`config.mk`:
```
export PLATFORM = sky130hd
export DESIGN_NAME = fetch_queue
export DESIGN_NICKNAME = d
export VERILOG_FILES = /design/src/rtl/fetch_pkg.sv /design/src/rtl/fetch_entry_ram.sv /design/src/rtl/fetch_queue.sv
export SDC_FILE = /design/constraint.sdc
export NUM_CORES = 1
export LEC_CHECK = 0
export ABC_AREA = 1
export BUFFER_PORTS_ARGS = -buffer_cell sky130_fd_sc_hd__buf_2
export CAP_MARGIN = 10
export CORE_MARGIN = 2
export CORE_UTILIZATION = 49
export CTS_CLUSTER_SIZE = 10
export DETAILED_ROUTE_END_ITERATION = 10
export GPL_TIMING_DRIVEN = 0
export PLACE_DENSITY = 0.73
export SYNTH_ARGS = -nofsm -noshare
export SYNTH_HDL_FRONTEND = slang
export SYNTH_HIERARCHICAL = 1
export SYNTH_SLANG_ARGS = --single-unit
export TNS_END_PERCENT = 20
```
`constraint.sdc`:
```
create_clock -name clk -period 3.15 [get_ports clk]
set_clock_uncertainty 0.1 [all_clocks]
set_input_delay 0.1575 -clock clk [delete_from_list [all_inputs] [get_ports clk]]
set_output_delay 0.1575 -clock clk [all_outputs]
set_load 0.02 [all_outputs]
```
`src/rtl/fetch_pkg.sv`:
```
// -----------------------------------------------------------------------------
// fetch_pkg
// Shared definitions for the instruction-fetch queue:
//   FQ_DEPTH       default number of queue entries / requests in flight
//   NOP_INSTR      instruction presented to decode when nothing is valid
//   fetch_entry_t  one queue slot: {pc, instr, filled}
// -----------------------------------------------------------------------------
package fetch_pkg;

    localparam int          FQ_DEPTH  = 4;
    localparam logic [31:0] NOP_INSTR = 32'h0000_0013;   // RISC-V addi x0,x0,0

    typedef struct packed {
        logic [31:0] pc;
        logic [31:0] instr;
        logic        filled;
    } fetch_entry_t;

endpackage

```
`src/rtl/fetch_entry_ram.sv`:
```
// -----------------------------------------------------------------------------
// fetch_entry_ram
// DEPTH-entry storage for the fetch queue.
// Ports:
//   clk, reset      clock, asynchronous active-low reset (clears filled bits)
//   alloc_en/idx/pc allocate write: store pc, mark entry unfilled
//   fill_en/idx/instr fill write: store instruction, mark entry filled
//   pop_en/idx      retire entry: mark unfilled
//   clear           mark every entry unfilled (redirect flush)
//   head_idx        asynchronous read address
//   head_entry      {pc, instr, filled} of the entry at head_idx
// The pc/instr arrays carry no reset; only the filled flags matter for
// correctness, so only they are reset.
// -----------------------------------------------------------------------------
module fetch_entry_ram
    import fetch_pkg::*;
#(
    parameter int DEPTH = FQ_DEPTH,
    parameter int AW    = $clog2(DEPTH)
) (
    input  logic               clk,
    input  logic               reset,
    input  logic               alloc_en,
    input  logic [AW-1:0]      alloc_idx,
    input  logic [31:0]        alloc_pc,
    input  logic               fill_en,
    input  logic [AW-1:0]      fill_idx,
    input  logic [31:0]        fill_instr,
    input  logic               pop_en,
    input  logic [AW-1:0]      pop_idx,
    input  logic               clear,
    input  logic [AW-1:0]      head_idx,
    output fetch_entry_t       head_entry
);

    logic [31:0]      pc_mem    [DEPTH];
    logic [31:0]      instr_mem [DEPTH];
    logic [DEPTH-1:0] filled_vec;

    always_ff @(posedge clk) begin
        if (alloc_en) begin
            pc_mem[alloc_idx] <= alloc_pc;
        end
    end

    always_ff @(posedge clk) begin
        if (fill_en) begin
            instr_mem[fill_idx] <= fill_instr;
        end
    end

    // One flag register per slot. The control logic guarantees that a fill
    // never targets the slot being popped or allocated in the same cycle.
    generate
        for (genvar gi = 0; gi < DEPTH; gi++) begin : g_filled
            localparam logic [AW-1:0] SLOT = AW'(gi);
            logic filled_bit_reg;

            always_ff @(posedge clk or negedge reset) begin
                if (!reset) begin
                    filled_bit_reg <= 1'b0;
                end else if (clear) begin
                    filled_bit_reg <= 1'b0;
                end else if (fill_en && (fill_idx == SLOT)) begin
                    filled_bit_reg <= 1'b1;
                end else if ((pop_en && (pop_idx == SLOT)) ||
                             (alloc_en && (alloc_idx == SLOT))) begin
                    filled_bit_reg <= 1'b0;
                end
            end

            assign filled_vec[gi] = filled_bit_reg;
        end
    endgenerate

    assign head_entry.pc     = pc_mem[head_idx];
    assign head_entry.instr  = instr_mem[head_idx];
    assign head_entry.filled = filled_vec[head_idx];

endmodule

```
`src/rtl/fetch_queue.sv`:
```
// -----------------------------------------------------------------------------
// fetch_queue
// Instruction-fetch front end: turns the PC into in-order instruction-memory
// requests, buffers the responses with their PCs and hands {pc, instr} to
// decode over valid/ready. A flush kills queued and outstanding work.
// Ports:
//   clk, reset                 clock, asynchronous active-low reset
//   pc                         current fetch PC
//   pc_stall                   PC must hold (request not accepted this cycle)
//   imem_req_valid/ready/addr  request channel to instruction memory
//   imem_rsp_valid/data        in-order response beats (always accepted)
//   flush                      redirect; drop everything in flight
//   id_valid/ready/pc/instr    head entry handshake towards decode
// -----------------------------------------------------------------------------
module fetch_queue
    import fetch_pkg::*;
#(
    parameter int          DEPTH       = FQ_DEPTH,
    parameter logic [31:0] RESET_INSTR = NOP_INSTR
) (
    input  logic        clk,
    input  logic        reset,
    input  logic [31:0] pc,
    output logic        pc_stall,
    output logic        imem_req_valid,
    input  logic        imem_req_ready,
    output logic [31:0] imem_req_addr,
    input  logic        imem_rsp_valid,
    input  logic [31:0] imem_rsp_data,
    input  logic        flush,
    output logic        id_valid,
    input  logic        id_ready,
    output logic [31:0] id_pc,
    output logic [31:0] id_instr
);

    localparam int AW = $clog2(DEPTH);
    localparam int CW = AW + 1;                 // counts range 0..DEPTH

    logic [AW-1:0] alloc_ptr_reg, alloc_ptr_next;
    logic [AW-1:0] fill_ptr_reg,  fill_ptr_next;
    logic [AW-1:0] head_ptr_reg,  head_ptr_next;
    logic [CW-1:0] occ_reg,  occ_next;          // live entries (pending + filled)
    logic [CW-1:0] pend_reg, pend_next;         // live entries awaiting a response
    logic [CW-1:0] drop_reg, drop_next;         // responses still owed to killed requests

    logic          req_ok;
    logic          issue;
    logic          rsp_drop;
    logic          rsp_fill;
    logic          rsp_owned;
    logic          head_valid;
    logic          pop;
    logic [CW:0]   budget_used;
    fetch_entry_t  head_entry;

    // ------------------------------------------------------------------
    // Handshake decode
    // ------------------------------------------------------------------
    // Killed-but-outstanding requests still occupy memory slots, so they
    // count against the in-flight budget alongside live entries.
    assign budget_used = {1'b0, occ_reg} + {1'b0, drop_reg};
    assign req_ok      = reset && !flush && (budget_used < (CW+1)'(DEPTH));
    assign issue       = req_ok && imem_req_ready;

    // A beat belongs to an old request while drop_reg is non-zero.
    assign rsp_owned   = (drop_reg != '0) || (pend_reg != '0);
    assign rsp_drop    = imem_rsp_valid && (drop_reg != '0);
    assign rsp_fill    = imem_rsp_valid && (drop_reg == '0) && (pend_reg != '0) && !flush;

    assign head_valid  = reset && !flush && head_entry.filled && (occ_reg != '0);
    assign pop         = head_valid && id_ready;

    // ------------------------------------------------------------------
    // Next-state
    // ------------------------------------------------------------------
    always_comb begin
        alloc_ptr_next = alloc_ptr_reg;
        fill_ptr_next  = fill_ptr_reg;
        head_ptr_next  = head_ptr_reg;
        occ_next       = occ_reg;
        pend_next      = pend_reg;
        drop_next      = drop_reg;

        if (flush) begin
            alloc_ptr_next = '0;
            fill_ptr_next  = '0;
            head_ptr_next  = '0;
            occ_next       = '0;
            pend_next      = '0;
            // Every pending live request becomes a drop; a beat landing in
            // this same cycle retires one of the (old) outstanding requests.
            drop_next      = drop_reg + pend_reg - CW'(imem_rsp_valid && rsp_owned);
        end else begin
            alloc_ptr_next = alloc_ptr_reg + AW'(issue);
            fill_ptr_next  = fill_ptr_reg + AW'(rsp_fill);
            head_ptr_next  = head_ptr_reg + AW'(pop);
            occ_next       = occ_reg + CW'(issue) - CW'(pop);
            pend_next      = pend_reg + CW'(issue) - CW'(rsp_fill);
            drop_next      = drop_reg - CW'(rsp_drop);
        end
    end

    always_ff @(posedge clk or negedge reset) begin
        if (!reset) begin
            alloc_ptr_reg <= '0;
            fill_ptr_reg  <= '0;
            head_ptr_reg  <= '0;
            occ_reg       <= '0;
            pend_reg      <= '0;
            drop_reg      <= '0;
        end else begin
            alloc_ptr_reg <= alloc_ptr_next;
            fill_ptr_reg  <= fill_ptr_next;
            head_ptr_reg  <= head_ptr_next;
            occ_reg       <= occ_next;
            pend_reg      <= pend_next;
            drop_reg      <= drop_next;
        end
    end

    // ------------------------------------------------------------------
    // Entry storage
    // ------------------------------------------------------------------
    fetch_entry_ram #(
        .DEPTH (DEPTH),
        .AW    (AW)
    ) u_entry_ram (
        .clk        (clk),
        .reset      (reset),
        .alloc_en   (issue),
        .alloc_idx  (alloc_ptr_reg),
        .alloc_pc   (pc),
        .fill_en    (rsp_fill),
        .fill_idx   (fill_ptr_reg),
        .fill_instr (imem_rsp_data),
        .pop_en     (pop),
        .pop_idx    (head_ptr_reg),
        .clear      (flush),
        .head_idx   (head_ptr_reg),
        .head_entry (head_entry)
    );

    // ------------------------------------------------------------------
    // Outputs
    // ------------------------------------------------------------------
    assign imem_req_valid = req_ok;
    assign imem_req_addr  = pc;
    assign pc_stall       = reset && !flush && !issue;
    assign id_valid       = head_valid;
    assign id_pc          = head_valid ? head_entry.pc    : 32'h0;
    assign id_instr       = head_valid ? head_entry.instr : RESET_INSTR;

`ifndef SYNTHESIS
    // A response with no outstanding request is a memory protocol error;
    // the beat is ignored by the datapath.
    rsp_has_owner: assert property (@(posedge clk) disable iff (!reset)
        imem_rsp_valid |-> rsp_owned);
`endif

endmodule
```
# After elaboration in Yosys (flattened, before gate mapping)
# Memory sizes are Yosys's and may differ from the RTL's.
# Cells that the tools add are included.
# word_totals
ram_bits	256
output_inout_bits	99
reg_bits	19
memories	2
word_cells	102
in_bits	70
# memory_table
name	words	word_bits	rd	rd_ports_with_merged_regs	write_ports	line_no	text
u_entry_ram.instr_mem	4	32	1	0	1	fetch_entry_ram.sv:37	logic [31:0] instr_mem [DEPTH];
u_entry_ram.pc_mem	4	32	1	0	1	fetch_entry_ram.sv:36	logic [31:0] pc_mem [DEPTH];
# classes
add_sub_neg	11
n_reduce_logical	42
mux	26
eq_ne	9
order_cmp	2
# ops
op	n
$mux W32	2
$logic_and A1 B1 Y1	24
$reduce_bool A3 Y1	7
$mux W1	17
$eq A2 B2 Y1 const B	6
$sub A3 B1 Y3	4
$mux W3	3
$add A2 B1 Y2	3
$add A3 B1 Y3	2
$eq A2 B1 Y1 const B	3
$logic_not A2 Y1	3
$mux W2	3
$logic_or A1 B1 Y1	5
$add A3 B3 Y4	1
$lt A4 B3 Y1 const B	1
$add A3 B3 Y3	1
$logic_not A3 Y1	1
$lt A2 B3 Y1 const B	1
$bmux W1 S2	1
$logic_not A1 Y1	2

# Depth between registers and ports, before layout
# depth
depth_word	10
depth_mapped	19
mapped_depth_nobuf	15

# Modules after synthesis
# Netlist, hierarchy kept.
# modules_own_cells
mod	area_each_um2	cells_per_inst	seq_area_each_um2	instances
fetch_entry_ram	10087.2	664	7787.5	1
fetch_queue	1896.8	285	375.4	1

# Least setup slack after synthesis
# OpenSTA, ideal clock, no wires.
# synth_timing
kind	reg2reg
start	register head_ptr_reg[0]
end	register occ_reg[2]
slack_ns	0.062
stages_incl_launch_ff	19
period_less_slack_ns	3.088
t_arrival_ns	2.871
n_path_buf	4
path_cell_list	dfrtp_1 > buf_6 > inv_6 > buf_12 > buf_6 > nor2_1 > o22ai_1 > inv_1 > nor2_4 > nand2_8 > buf_6 > nor2_1 > ha_1 > inv_1 > ha_1 > inv_1 > fa_1 > nor2_1 > nor2_1
# synth_rtl
element	line_no	text
start, declared	fetch_queue.sv:42	logic [AW-1:0] head_ptr_reg, head_ptr_next;
start signal, assigned	fetch_queue.sv:115	head_ptr_reg <= head_ptr_next;
end signal, assigned	fetch_queue.sv:116	occ_reg <= occ_next;
end, declared	fetch_queue.sv:43	logic [CW-1:0] occ_reg, occ_next;

==> results by group <==
Place
  • Port-buffer cells: 168
  • Dpl hpwl: 17000 um
  • GPL Wtd Cong: 0.821
  • Placed cell area: 0.0133 sq mm

STA
  • Final Max Tran Viols: 0
  • Least-Margin Pin Slew: 0.869 ns
  • Fin crit period: 2.92 ns
  • Setup-failing EPs final: 0
  • Worst Hold Slack: 0.00946 ns
  • Rel. slew slack: 0.420
  • Max Fclk: 343 MHz
  • Fin. Hold Viols: 0
  • RSZ-0062 raised after global routing: no
  • Final period util: 0.927

Finish
  • Layout cells sized above 1: 0.295
  • Finished Core Util: 0.618
  • Fin nets: 1312
  • Synth-to-layout area growth: 24.8%
  • Post-route design area: 0.0150 sq mm

Clocking
  • Clock transition at path regs: 0.06 ns
  • Root Buffer: clkbuf_16
  • Total CTS buffers: 31
  • Clock tree from TritonCTS: yes
  • CTS sink count: 275
  • Clock Path Buffers: 3
  • Htree depth: 1
  • Clock latency on the worst-skew pair: 0.54 ns

Power and ir drop
  • Overall Power: 7.82 mW
  • Pwr Density: 523 mW/mm^2
  • VDD IR max: 0.290 mV
  • Leakage: 6.02 nW

Floorplanning
  • Core footprint: 0.0242 sq mm
  • Full die area: 0.0257 sq mm
  • Io pins: 169
  • Cell row count: 57
  • Initial Util: 0.496
  • Die width: 160 um
  • DIE HEIGHT: 160 um

Synth
  • Ranking of synthesized cells by area: edfxtp_1 64%, nor2_1 4.9%, dfrtp_1 4.0%
  • Top-area cell type share of the netlist area: 0.641
  • Post-Syn Area: 0.0120 sq mm
  • Synth Area per Inst: 12.6 sq um
  • YS warnings: 6
  • Area leader, netlist: edfxtp_1
  • Synth Net Count: 1036
  • Sequential fraction of the synthesis area: 0.681
  • Syn Inst Count: 949
  • Post-synthesis cell type count: 31
  • #FFs+latches synth: 275

Run
  • Max cap viols: 0

GRT
  • Largest net degree at the start of global routing: 33
  • Overflow after GRT: 0
  • Vias in the first global route: 8077
  • Initial antenna violation count: 1
  • Gr usage total: 0.212
  • First-pass GRT wire length: 42800 um

Route
  • Antenna-violating nets left: 0
  • DRC: 0
  • Final WL: 27400 um
  • Drt first pass iters: 5
  • WL/cell: 17.4 um
  • Initial drt markers: 728
  • Via density per instance: 5.08
  • Vias: 7998

Setup path
  • CP Max Fanout: 10
  • Critical path class: reg -> out
  • Cell mode on critical path: buf_6
  • Data arrival time of the worst path: 2.66 ns
  • CP Launch Type: flop
  • Crit path cell chain: buf_6, inv_6, clkbuf_8, o21ai_0, o22ai_1, inv_2, nor2_4, nand2_8, buf_12, buf_6, nor2_2, buf_2
  • Worst path required time: 2.89 ns
  • R2R Setup Slk: 0.27 ns
  • Crit-path max cell delay: 0.43 ns
  • Crit-path slowest cell: dfrtp_2
  • Reg2reg path depth: 15
  • Reg-to-reg endpoint: occ_reg[1]
  • Reg2Reg Launch Point: head_ptr_reg[0]
  • Crit path capture type: output pin

Worst hold path
  • Worst hold path class: in -> async

Run status
  • Outcome: finished clean
## per-stage QoR
step                TNS (ns)  setup slack, ns  std cells
global route               0            0.102       1574
floorplan                  0           0.0620        949
CTS                        0           0.0266       1568
finish                     0            0.230       1574
global placement       -3.31           -0.562       1441
detailed placement     -1.41           -0.620       1444
## what timing repair did
action                     in CTS  in global routing
pin swaps                       0                  4
hold buffers                   67                  0
hold endpoints to repair      287                  0
buffers inserted                2                  6
setup endpoints to repair      67                  2
gates cloned                    0                  0
resized for setup               7                  3
## layout by cell type, fill, tap and decap left out, types with 4 or more instances in the layout
cell             n
inv_1           96
o21ai_0         95
nor2_4          22
buf_12           4
o22ai_1         45
buf_2          178
a21oi_1          9
nand3_1         17
buf_4           40
nor2_2          31
buf_6           13
clkbuf_1        39
nor2_1         157
o22ai_2         20
o21ai_1         35
dlygate4sd3_1   67
edfxtp_1       256
inv_2            8
clkbuf_16       31
nand2_1         23
dfrtp_1         17
ha_1            14
o21ai_2          5
## where the power goes
group	switching, mW	leakage (nW)	total [mW]	internal, mW
Combinational	0.302	3.03	0.550	0.248
Sequential	0.0381	2.56	4.10	4.06
Clock	1.29	0.428	3.17	1.88
## cell families after synthesis
family	Yosys count	share of synthesized area
buffers and inverters	187	0.0845
flip-flops	275	0.681
AO/OA/AOI/OAI	209	0.106
adder cells (fa/ha/maj)	17	0.0196
AND/OR/NAND/NOR	257	0.106
XOR/XNOR	4	0.00292
## routing by layer
metal  track usage  vias up  part of all wire
met5             0        -                 0
met4        0.0663        0             0.018
met3        0.0302       45             0.066
met2         0.363      282              0.50
met1         0.283     3833              0.41
li1              -     3838                 -
## how the worst max path moves through the flow
stage	endpoint	start
after global routing	occ_reg[2]	head_ptr_reg[0]
after CTS	occ_reg[1]	head_ptr_reg[1]
after detailed placement	occ_reg[1]	head_ptr_reg[0]
final	id_pc[30]	head_ptr_reg[0]
after global placement	occ_reg[2]	head_ptr_reg[0]
after floorplan	occ_reg[2]	head_ptr_reg[0]
## cell type report
class                           instances  area, sq um
Clock buffer                           56          890
Inverter                              106          408
Timing Repair Buffer                  246         1670
Clock inverter                          1         8.76
Sequential cell                       275         8170
Antenna cell                            1         2.50
Fill cell                            1816         9220
Buffer                                 78          591
Tap cell                              324          405
Multi-Input combinational cell        487         2820
## cells in the mapped netlist (all sizes together)
cell type	instances
a21oi	9
buf	63
clkbuf	18
clkinv	1
dfrtp	19
edfxtp	256
fa	3
ha	14
inv	105
nand2	25
nand3	17
nor2	210
nor3	5
o21ai	135
o22ai	65
xnor2	1
xor2	3
## worst max-delay path: cells and delay by family, from the launching register on
family / cells / cell delay (ns)
DFF: 1 / 0.43
buffers and inverters: 7 / 0.99
AOI/OAI and AO/OA: 2 / 0.29
and+or+nand+nor: 3 / 0.39
No activity file was read; power rests on OpenSTA's default activity.
